### src/rtl/packet_filter_pkg.sv
// Shared definitions for the packet filter egress path: descriptor layout,
// egress reader FSM states and length/parity helpers.
package packet_filter_pkg;

    localparam int DESC_WIDTH      = 20;
    localparam int DESC_DROP_BIT   = 19;
    localparam int DESC_LEN_MSB    = 10;
    localparam int DESC_LEN_LSB    = 0;
    localparam int LEN_WIDTH       = DESC_LEN_MSB - DESC_LEN_LSB + 1;
    localparam int MAX_LEN_DEFAULT = 759;

    localparam int PAYLOAD_WIDTH   = 16;
    localparam int PARITY_WIDTH    = 4;
    localparam int FIFO_WORD_WIDTH = PAYLOAD_WIDTH + PARITY_WIDTH;

    typedef enum logic [1:0] {
        ST_IDLE,
        ST_STREAM,
        ST_DROP,
        ST_FLUSH
    } egress_state_e;

    function automatic logic len_is_legal(input logic [LEN_WIDTH-1:0] len,
                                          input int unsigned max_len);
        return (len != '0) && (32'(len) <= max_len);
    endfunction

    // Even parity: each parity bit equals the XOR of its payload nibble.
    function automatic logic [PARITY_WIDTH-1:0] nibble_parity(input logic [PAYLOAD_WIDTH-1:0] d);
        logic [PARITY_WIDTH-1:0] p;
        for (int i = 0; i < PARITY_WIDTH; i++) begin
            p[i] = ^d[i*4 +: 4];
        end
        return p;
    endfunction

endpackage

### src/rtl/axis_skid_buffer.sv
// Two-entry in-order output buffer with registered outputs; the head entry is
// held unchanged until it is consumed.
module axis_skid_buffer #(
    parameter int WIDTH = 17
) (
    input  logic             clk,
    input  logic             reset,
    input  logic             in_valid,
    input  logic [WIDTH-1:0] in_data,
    input  logic             out_ready,
    output logic             out_valid,
    output logic [WIDTH-1:0] out_data,
    output logic [1:0]       count
);

    logic [WIDTH-1:0] slot0;
    logic [WIDTH-1:0] slot1;
    logic [1:0]       used;
    logic             pop;
    logic [1:0]       wr_idx;

    assign pop    = (used != 2'd0) && out_ready;
    assign wr_idx = used - {1'b0, pop};

    // A pop shifts slot1 forward; a same-cycle push into slot0 overrides that shift.
    always_ff @(posedge clk or posedge reset) begin
        if (reset) begin
            used  <= 2'd0;
            slot0 <= '0;
            slot1 <= '0;
        end else begin
            if (pop) begin
                slot0 <= slot1;
            end
            if (in_valid) begin
                if (wr_idx == 2'd0) begin
                    slot0 <= in_data;
                end else begin
                    slot1 <= in_data;
                end
            end
            used <= used + {1'b0, in_valid} - {1'b0, pop};
        end
    end

    assign out_valid = (used != 2'd0);
    assign out_data  = out_valid ? slot0 : '0;
    assign count     = used;

endmodule

### src/rtl/egress_reader.sv
// Reads descriptor-described frames out of the frame FIFO onto an AXI-stream
// egress port; optional per-nibble parity checking under EGRESS_READER_PARITY_EN.
module egress_reader
    import packet_filter_pkg::*;
#(
    parameter int ADDR_WIDTH = 11,
    parameter int MAX_LEN    = MAX_LEN_DEFAULT
) (
    input  logic                       clk,
    input  logic                       reset,
    input  logic                       en,
    input  logic                       desc_valid,
    output logic                       desc_ready,
    input  logic [DESC_WIDTH-1:0]      desc_data,
    output logic                       frame_ren,
    input  logic [FIFO_WORD_WIDTH-1:0] frame_rdata,
    input  logic                       frame_empty,
    input  logic [ADDR_WIDTH:0]        frame_rptr,
    output logic                       frame_rrst,
    output logic [ADDR_WIDTH:0]        frame_rst_rptr,
    output logic [PAYLOAD_WIDTH-1:0]   tdata,
    output logic                       tvalid,
    output logic                       tlast,
    input  logic                       tready,
    output logic                       parity_err,
    output logic                       len_err
);

    localparam int PTR_W = ADDR_WIDTH + 1;

    egress_state_e          state;
    egress_state_e          next_state;
    logic [LEN_WIDTH-1:0]   remaining;
    logic [LEN_WIDTH-1:0]   frame_len;
    logic                   rd_pending;
    logic                   rd_pending_last;
    logic                   desc_fire;
    logic                   desc_drop;
    logic                   desc_legal;
    logic [LEN_WIDTH-1:0]   desc_len;
    logic                   out_pop;
    logic                   has_credit;
    logic [1:0]             skid_count;
    logic [2:0]             slots_used;
    logic [PAYLOAD_WIDTH:0] skid_out;
    logic                   unused_desc_bits;

    assign desc_len         = desc_data[DESC_LEN_MSB:DESC_LEN_LSB];
    assign desc_drop        = desc_data[DESC_DROP_BIT];
    assign desc_legal       = len_is_legal(desc_len, MAX_LEN);
    assign desc_fire        = desc_valid && desc_ready;
    assign unused_desc_bits = ^desc_data[DESC_DROP_BIT-1:DESC_LEN_MSB+1];

    assign out_pop = tvalid && tready;

    // Reads already in flight occupy a slot; a beat leaving this cycle frees one.
    assign slots_used = {1'b0, skid_count} + {2'b00, rd_pending};
    assign has_credit = slots_used < (3'd2 + {2'b00, out_pop});

    always_ff @(posedge clk or posedge reset) begin
        if (reset) begin
            state <= ST_IDLE;
        end else begin
            state <= next_state;
        end
    end

    always_comb begin
        next_state = state;
        case (state)
            ST_IDLE: begin
                if (desc_fire) begin
                    next_state = (desc_drop || !desc_legal) ? ST_DROP : ST_STREAM;
                end
            end
            ST_STREAM: begin
                if (frame_ren && (remaining == LEN_WIDTH'(1))) begin
                    next_state = ST_FLUSH;
                end
            end
            ST_DROP: begin
                next_state = ST_IDLE;
            end
            ST_FLUSH: begin
                if (out_pop && tlast) begin
                    next_state = ST_IDLE;
                end
            end
            default: begin
                next_state = ST_IDLE;
            end
        endcase
    end

    // Reset is folded into desc_ready because IDLE is also the reset state.
    always_comb begin
        desc_ready     = 1'b0;
        frame_ren      = 1'b0;
        frame_rrst     = 1'b0;
        frame_rst_rptr = '0;
        case (state)
            ST_IDLE: begin
                desc_ready = en && !reset;
            end
            ST_STREAM: begin
                frame_ren = (remaining != '0) && !frame_empty && has_credit;
            end
            ST_DROP: begin
                frame_rrst     = 1'b1;
                frame_rst_rptr = frame_rptr + PTR_W'(frame_len);
            end
            default: begin
            end
        endcase
    end

    always_ff @(posedge clk or posedge reset) begin
        if (reset) begin
            remaining       <= '0;
            frame_len       <= '0;
            rd_pending      <= 1'b0;
            rd_pending_last <= 1'b0;
            len_err         <= 1'b0;
        end else begin
            if (desc_fire) begin
                frame_len <= desc_len;
                remaining <= (desc_drop || !desc_legal) ? '0 : desc_len;
                if (!desc_legal) begin
                    len_err <= 1'b1;
                end
            end else if (frame_ren) begin
                remaining <= remaining - LEN_WIDTH'(1);
            end
            rd_pending      <= frame_ren;
            rd_pending_last <= frame_ren && (remaining == LEN_WIDTH'(1));
        end
    end

    axis_skid_buffer #(
        .WIDTH(PAYLOAD_WIDTH + 1)
    ) u_skid (
        .clk      (clk),
        .reset    (reset),
        .in_valid (rd_pending),
        .in_data  ({rd_pending_last, frame_rdata[PAYLOAD_WIDTH-1:0]}),
        .out_ready(tready),
        .out_valid(tvalid),
        .out_data (skid_out),
        .count    (skid_count)
    );

    assign tdata = skid_out[PAYLOAD_WIDTH-1:0];
    assign tlast = skid_out[PAYLOAD_WIDTH];

`ifdef EGRESS_READER_PARITY_EN
    always_ff @(posedge clk or posedge reset) begin
        if (reset) begin
            parity_err <= 1'b0;
        end else if (rd_pending &&
                     (frame_rdata[FIFO_WORD_WIDTH-1:PAYLOAD_WIDTH] !=
                      nibble_parity(frame_rdata[PAYLOAD_WIDTH-1:0]))) begin
            parity_err <= 1'b1;
        end
    end
`else
    logic unused_parity_bits;
    assign unused_parity_bits = ^frame_rdata[FIFO_WORD_WIDTH-1:PAYLOAD_WIDTH];
    assign parity_err         = 1'b0;
`endif

endmodule

### config.mk
export PLATFORM = sky130hd
export DESIGN_NAME = egress_reader
export DESIGN_NICKNAME = d
export VERILOG_FILES = /design/src/rtl/packet_filter_pkg.sv /design/src/rtl/axis_skid_buffer.sv /design/src/rtl/egress_reader.sv
export SDC_FILE = /design/constraint.sdc
export NUM_CORES = 1
export LEC_CHECK = 0
export CORE_MARGIN = 1
export CORE_UTILIZATION = 35
export DETAILED_ROUTE_END_ITERATION = 16
export SYNTH_ARGS = -nofsm -noshare
export SYNTH_HDL_FRONTEND = slang
export SYNTH_SLANG_ARGS = --single-unit
### constraint.sdc
create_clock -name clk -period 3.85 [get_ports clk]
set_input_delay 0.5775 -clock clk [delete_from_list [all_inputs] [get_ports clk]]
set_output_delay 0.5775 -clock clk [all_outputs]
set_load 0.005 [all_outputs]
==> flow_metrics.tcl <==
set metrics [dict create \
    grt.busiest_layer "met2" \
    crit_type "input port to primary output" \
    timing.reg2reg.setup_slack_ps 1440 \
    status "completed" \
    fin_total_pwr_w 0.003136 \
    hold_path.startpoint "len_err" \
    post_synth_instance_area_um2 3607 \
    final_nets 549 \
    drt-vias-per-instance 5.084 \
    cp_data_required_time_ps 3270 \
    count_of_flip_flops_with_a_built_in_enable_after_synthesis 0 \
    chipHeight_um 103.5 \
    postLayoutCellArea_um2 4758 \
    drtPass1Iterations 4 \
    cts-htree-levels 3 \
    site_rows 36 \
    setup.worst_path.start_class "input port" \
    dpl.hpwl_mm 6.374 \
    first_pass_grt_wire_length_mm 14.88 \
    netlist_instances 389 \
    grt_util_met3_pct 2.266 \
    synth.lib_cells_used.distinct 60 \
    antenna_found_initial 0 \
    hold_depth 1 \
    type_of_the_tightest_min_delay_check "flip-flop to flip-flop" \
    placement.cell_area_um2 4562 \
    grtUsageTotal_pct 17.17 \
    clk_pin_slew_worst_paths_ps 60 \
    vdd_drop_max_mv 0.2037 \
    finalSetupTns_ps 0 \
    start_util_pct 36.57 \
    grt.met1_usage_pct 22.43 \
    syn_nets 466 \
    yosysSeqAreaShare_pct 43.70 \
    place.port_buffers 79 \
    drv.max_cap_violation_count 0 \
    critical_path.reg2reg.startpoint "remaining[0]" \
    grt_max_degree 35 \
    drc_errors 0 \
    regToRegEndpoint "remaining[7]" \
    area_growth_pct 31.91 \
    fin_crit_ps 3604 \
    initialDrtViolationCount 122 \
    slowest_delay_ps 510 \
    global_route.usage.met2_pct 28.33 \
    worstHoldEndpoint "len_err" \
    clock-sinks 63 \
    clockRootBuffer "sky130_fd_sc_hd__clkbuf_8" \
    r2r.worst_path.cells 7 \
    worst_pin_slew_ps 674.1 \
    total_leakage_power_nw 2.103 \
    die_w_um 103.5 \
    synth-seq-cells 63 \
    core_area_um2 9864 \
    grt.overflow.total 0 \
    antenna_violating_nets_remaining 0 \
    synth_top_flop_cell "sky130_fd_sc_hd__dfrtp_1" \
    final-setup-viol-count 0 \
    synth-async-reset-ratio_pct 100.0 \
    crit_path_cell_trace "clkdlybuf4s50_1, ha_1, fa_1, a21oi_1, o211ai_1, o41ai_2, xor2_1, nor2_1, clkdlybuf4s50_1" \
    timing.fmax_mhz 277.5 \
    most-common-layout-cells "84 x sky130_fd_sc_hd__nand2_1, 79 x sky130_fd_sc_hd__clkdlybuf4s50_1, 63 x sky130_fd_sc_hd__dfrtp_1" \
    maxSlewHeadroom_pct 55.00 \
    design.portCount 93 \
    ys_warn_count 0 \
    route.vias.total 3101 \
    first_global_vias 3068 \
    bufs_and_invs_on_worst_path 2 \
    drive_above_1_share_pct 9.644 \
    final.setup_skew_ps 9.834 \
    critical_path.top_delay_family "buffers and inverters" \
    detail_route.wl_per_cell_um 14.36 \
    tritoncts "done" \
    cp_slowest_cell "sky130_fd_sc_hd__clkdlybuf4s50_1" \
    clock_latency_ps 340 \
    die_area_um2 10720 \
    hold_violations 0 \
    rsz0062_at_grt "no" \
    syn_avg_cell_area_um2 9.273 \
    n_antenna_cell 0 \
    cp_max_fo 3 \
    mostFrequentLayoutCell "sky130_fd_sc_hd__nand2_1" \
    timing.critical_path.mode_cell "sky130_fd_sc_hd__clkdlybuf4s50_1" \
    clock_tree.buffer_depth 2 \
    arrival_ps 3030 \
    cts-buffers-inserted 9 \
    power_per_cell_area_nw_per_um2 659.0 \
    layout_worst_path_cycle_share_pct 93.62 \
    setup.worst_path.end_class "primary output" \
    slew_violations 0 \
    wirelength_mm 8.757 \
    gp_routability_congestion 0.8401 \
]
## synthesized netlist by cell type (2+ instances only)
| library cell | instances | area share [%] |
|---|---|---|
| sky130_fd_sc_hd__a211oi_1 | 3 | 0.62 |
| sky130_fd_sc_hd__a21o_1 | 3 | 0.62 |
| sky130_fd_sc_hd__a21oi_1 | 8 | 1.1 |
| sky130_fd_sc_hd__a31oi_1 | 18 | 3.1 |
| sky130_fd_sc_hd__and2_1 | 4 | 0.69 |
| sky130_fd_sc_hd__buf_2 | 2 | 0.28 |
| sky130_fd_sc_hd__clkbuf_1 | 10 | 1.0 |
| sky130_fd_sc_hd__dfrtp_1 | 63 | 44 |
| sky130_fd_sc_hd__ha_1 | 18 | 6.2 |
| sky130_fd_sc_hd__inv_1 | 10 | 1.0 |
| sky130_fd_sc_hd__mux2_1 | 6 | 1.9 |
| sky130_fd_sc_hd__mux2_2 | 11 | 3.4 |
| sky130_fd_sc_hd__nand2_1 | 84 | 8.7 |
| sky130_fd_sc_hd__nand2b_1 | 3 | 0.52 |
| sky130_fd_sc_hd__nand3_1 | 9 | 1.2 |
| sky130_fd_sc_hd__nand3_2 | 2 | 0.55 |
| sky130_fd_sc_hd__nand4_1 | 2 | 0.35 |
| sky130_fd_sc_hd__nor2_1 | 34 | 3.5 |
| sky130_fd_sc_hd__nor2b_1 | 17 | 2.9 |
| sky130_fd_sc_hd__nor3_1 | 5 | 0.69 |
| sky130_fd_sc_hd__nor4_1 | 4 | 0.69 |
| sky130_fd_sc_hd__nor4b_1 | 3 | 0.73 |
| sky130_fd_sc_hd__nor4b_2 | 2 | 0.83 |
| sky130_fd_sc_hd__o211ai_1 | 5 | 1.0 |
| sky130_fd_sc_hd__o21ai_0 | 7 | 0.97 |
| sky130_fd_sc_hd__o21ai_1 | 3 | 0.42 |
| sky130_fd_sc_hd__o22ai_1 | 2 | 0.35 |
| sky130_fd_sc_hd__o311ai_0 | 2 | 0.49 |
| sky130_fd_sc_hd__or3_1 | 4 | 0.69 |
| sky130_fd_sc_hd__or4_1 | 3 | 0.62 |
| sky130_fd_sc_hd__or4b_1 | 2 | 0.55 |
| sky130_fd_sc_hd__xnor2_1 | 4 | 0.97 |
| sky130_fd_sc_hd__xor2_1 | 9 | 2.2 |
## per-stage QoR
stage                     setup slack [ps]  hold slack [ps]  instances  util [%]
after global routing                 61.23            492.0        610     48.24
after detailed placement             160.8            451.7        594     46.25
after global placement               217.5            446.8        594     46.25
final                                245.7            460.4        610     48.24
after floorplan                      834.5            449.7        389         -
after CTS                            160.7            467.1        610     48.16
## registers in the layout, summed over array words and instances, names as in the netlist
name,cells
rd_pending_last,1
u_skid.count,2
len_err,1
rd_pending,1
frame_len,11
state,2
u_skid.slot1,17
u_skid.slot0,17
remaining,11
## power by group
| group | total, W | internal (W) | leakage (nW) | switching (W) |
|---|---|---|---|---|
| combinational | 0.00146 | 0.000740 | 1.21 | 0.000724 |
| sequential | 0.00112 | 0.000935 | 0.801 | 0.000183 |
| clock | 0.000553 | 0.000297 | 0.0960 | 0.000257 |
## worst max-delay path by stage
stage                             start            endpoint  slack [ps]  cells after the start
after floorplan                  tready    u_skid.slot1[10]         830                      8
final                     frame_rptr[0]   frame_rst_rptr[8]         250                      9
after global placement    frame_rptr[0]   frame_rst_rptr[8]         220                      9
after CTS                 frame_rptr[0]   frame_rst_rptr[8]         160                      9
after global routing      frame_rptr[0]  frame_rst_rptr[10]          60                      9
after detailed placement  frame_rptr[0]   frame_rst_rptr[8]         160                      9
## layout make-up
cell class	instances	area, µm²
Timing Repair Buffer	86	843.3
Clock inverter	6	61.31
Clock buffer	10	127.6
Multi-Input combinational cell	301	1942
Tap cell	133	166.4
Fill cell	927	5106
Sequential cell	63	1577
Inverter	11	41.29
## worst reg2reg max path: stages (launching register included)
cell and delay [ps]:
sky130_fd_sc_hd__dfrtp_1 390, sky130_fd_sc_hd__inv_1 120, sky130_fd_sc_hd__ha_1 180, sky130_fd_sc_hd__or4b_1 440
sky130_fd_sc_hd__or4b_4 580, sky130_fd_sc_hd__nand4_4 150, sky130_fd_sc_hd__nor4_1 60, sky130_fd_sc_hd__or3_1 370
## kinds of logic after synthesis
group | Yosys count | share of synthesized area (%)
multiplexers | 18 | 5.584
adder cells (fa/ha/maj) | 19 | 6.799
XOR/XNOR | 13 | 3.156
AO/OA/AOI/OAI | 64 | 12.00
AND/OR/NAND/NOR | 186 | 25.88
other | 1 | 0.1040
buffers and inverters | 25 | 2.775
flip-flops | 63 | 43.70
## repair_timing
action	CTS	global route
gates resized for setup	0	1
hold buffers	0	0
hold endpoints to repair	0	0
endpoints found under the setup margin	0	1
buffers inserted	0	0
## routing by layer
layer	part of all wire, %	up-vias
li1	-	1538
met1	47	1481
met2	48	72
met3	3.5	10
met4	1.7	0
met5	0	-
Power figures use the tool's default switching activity.
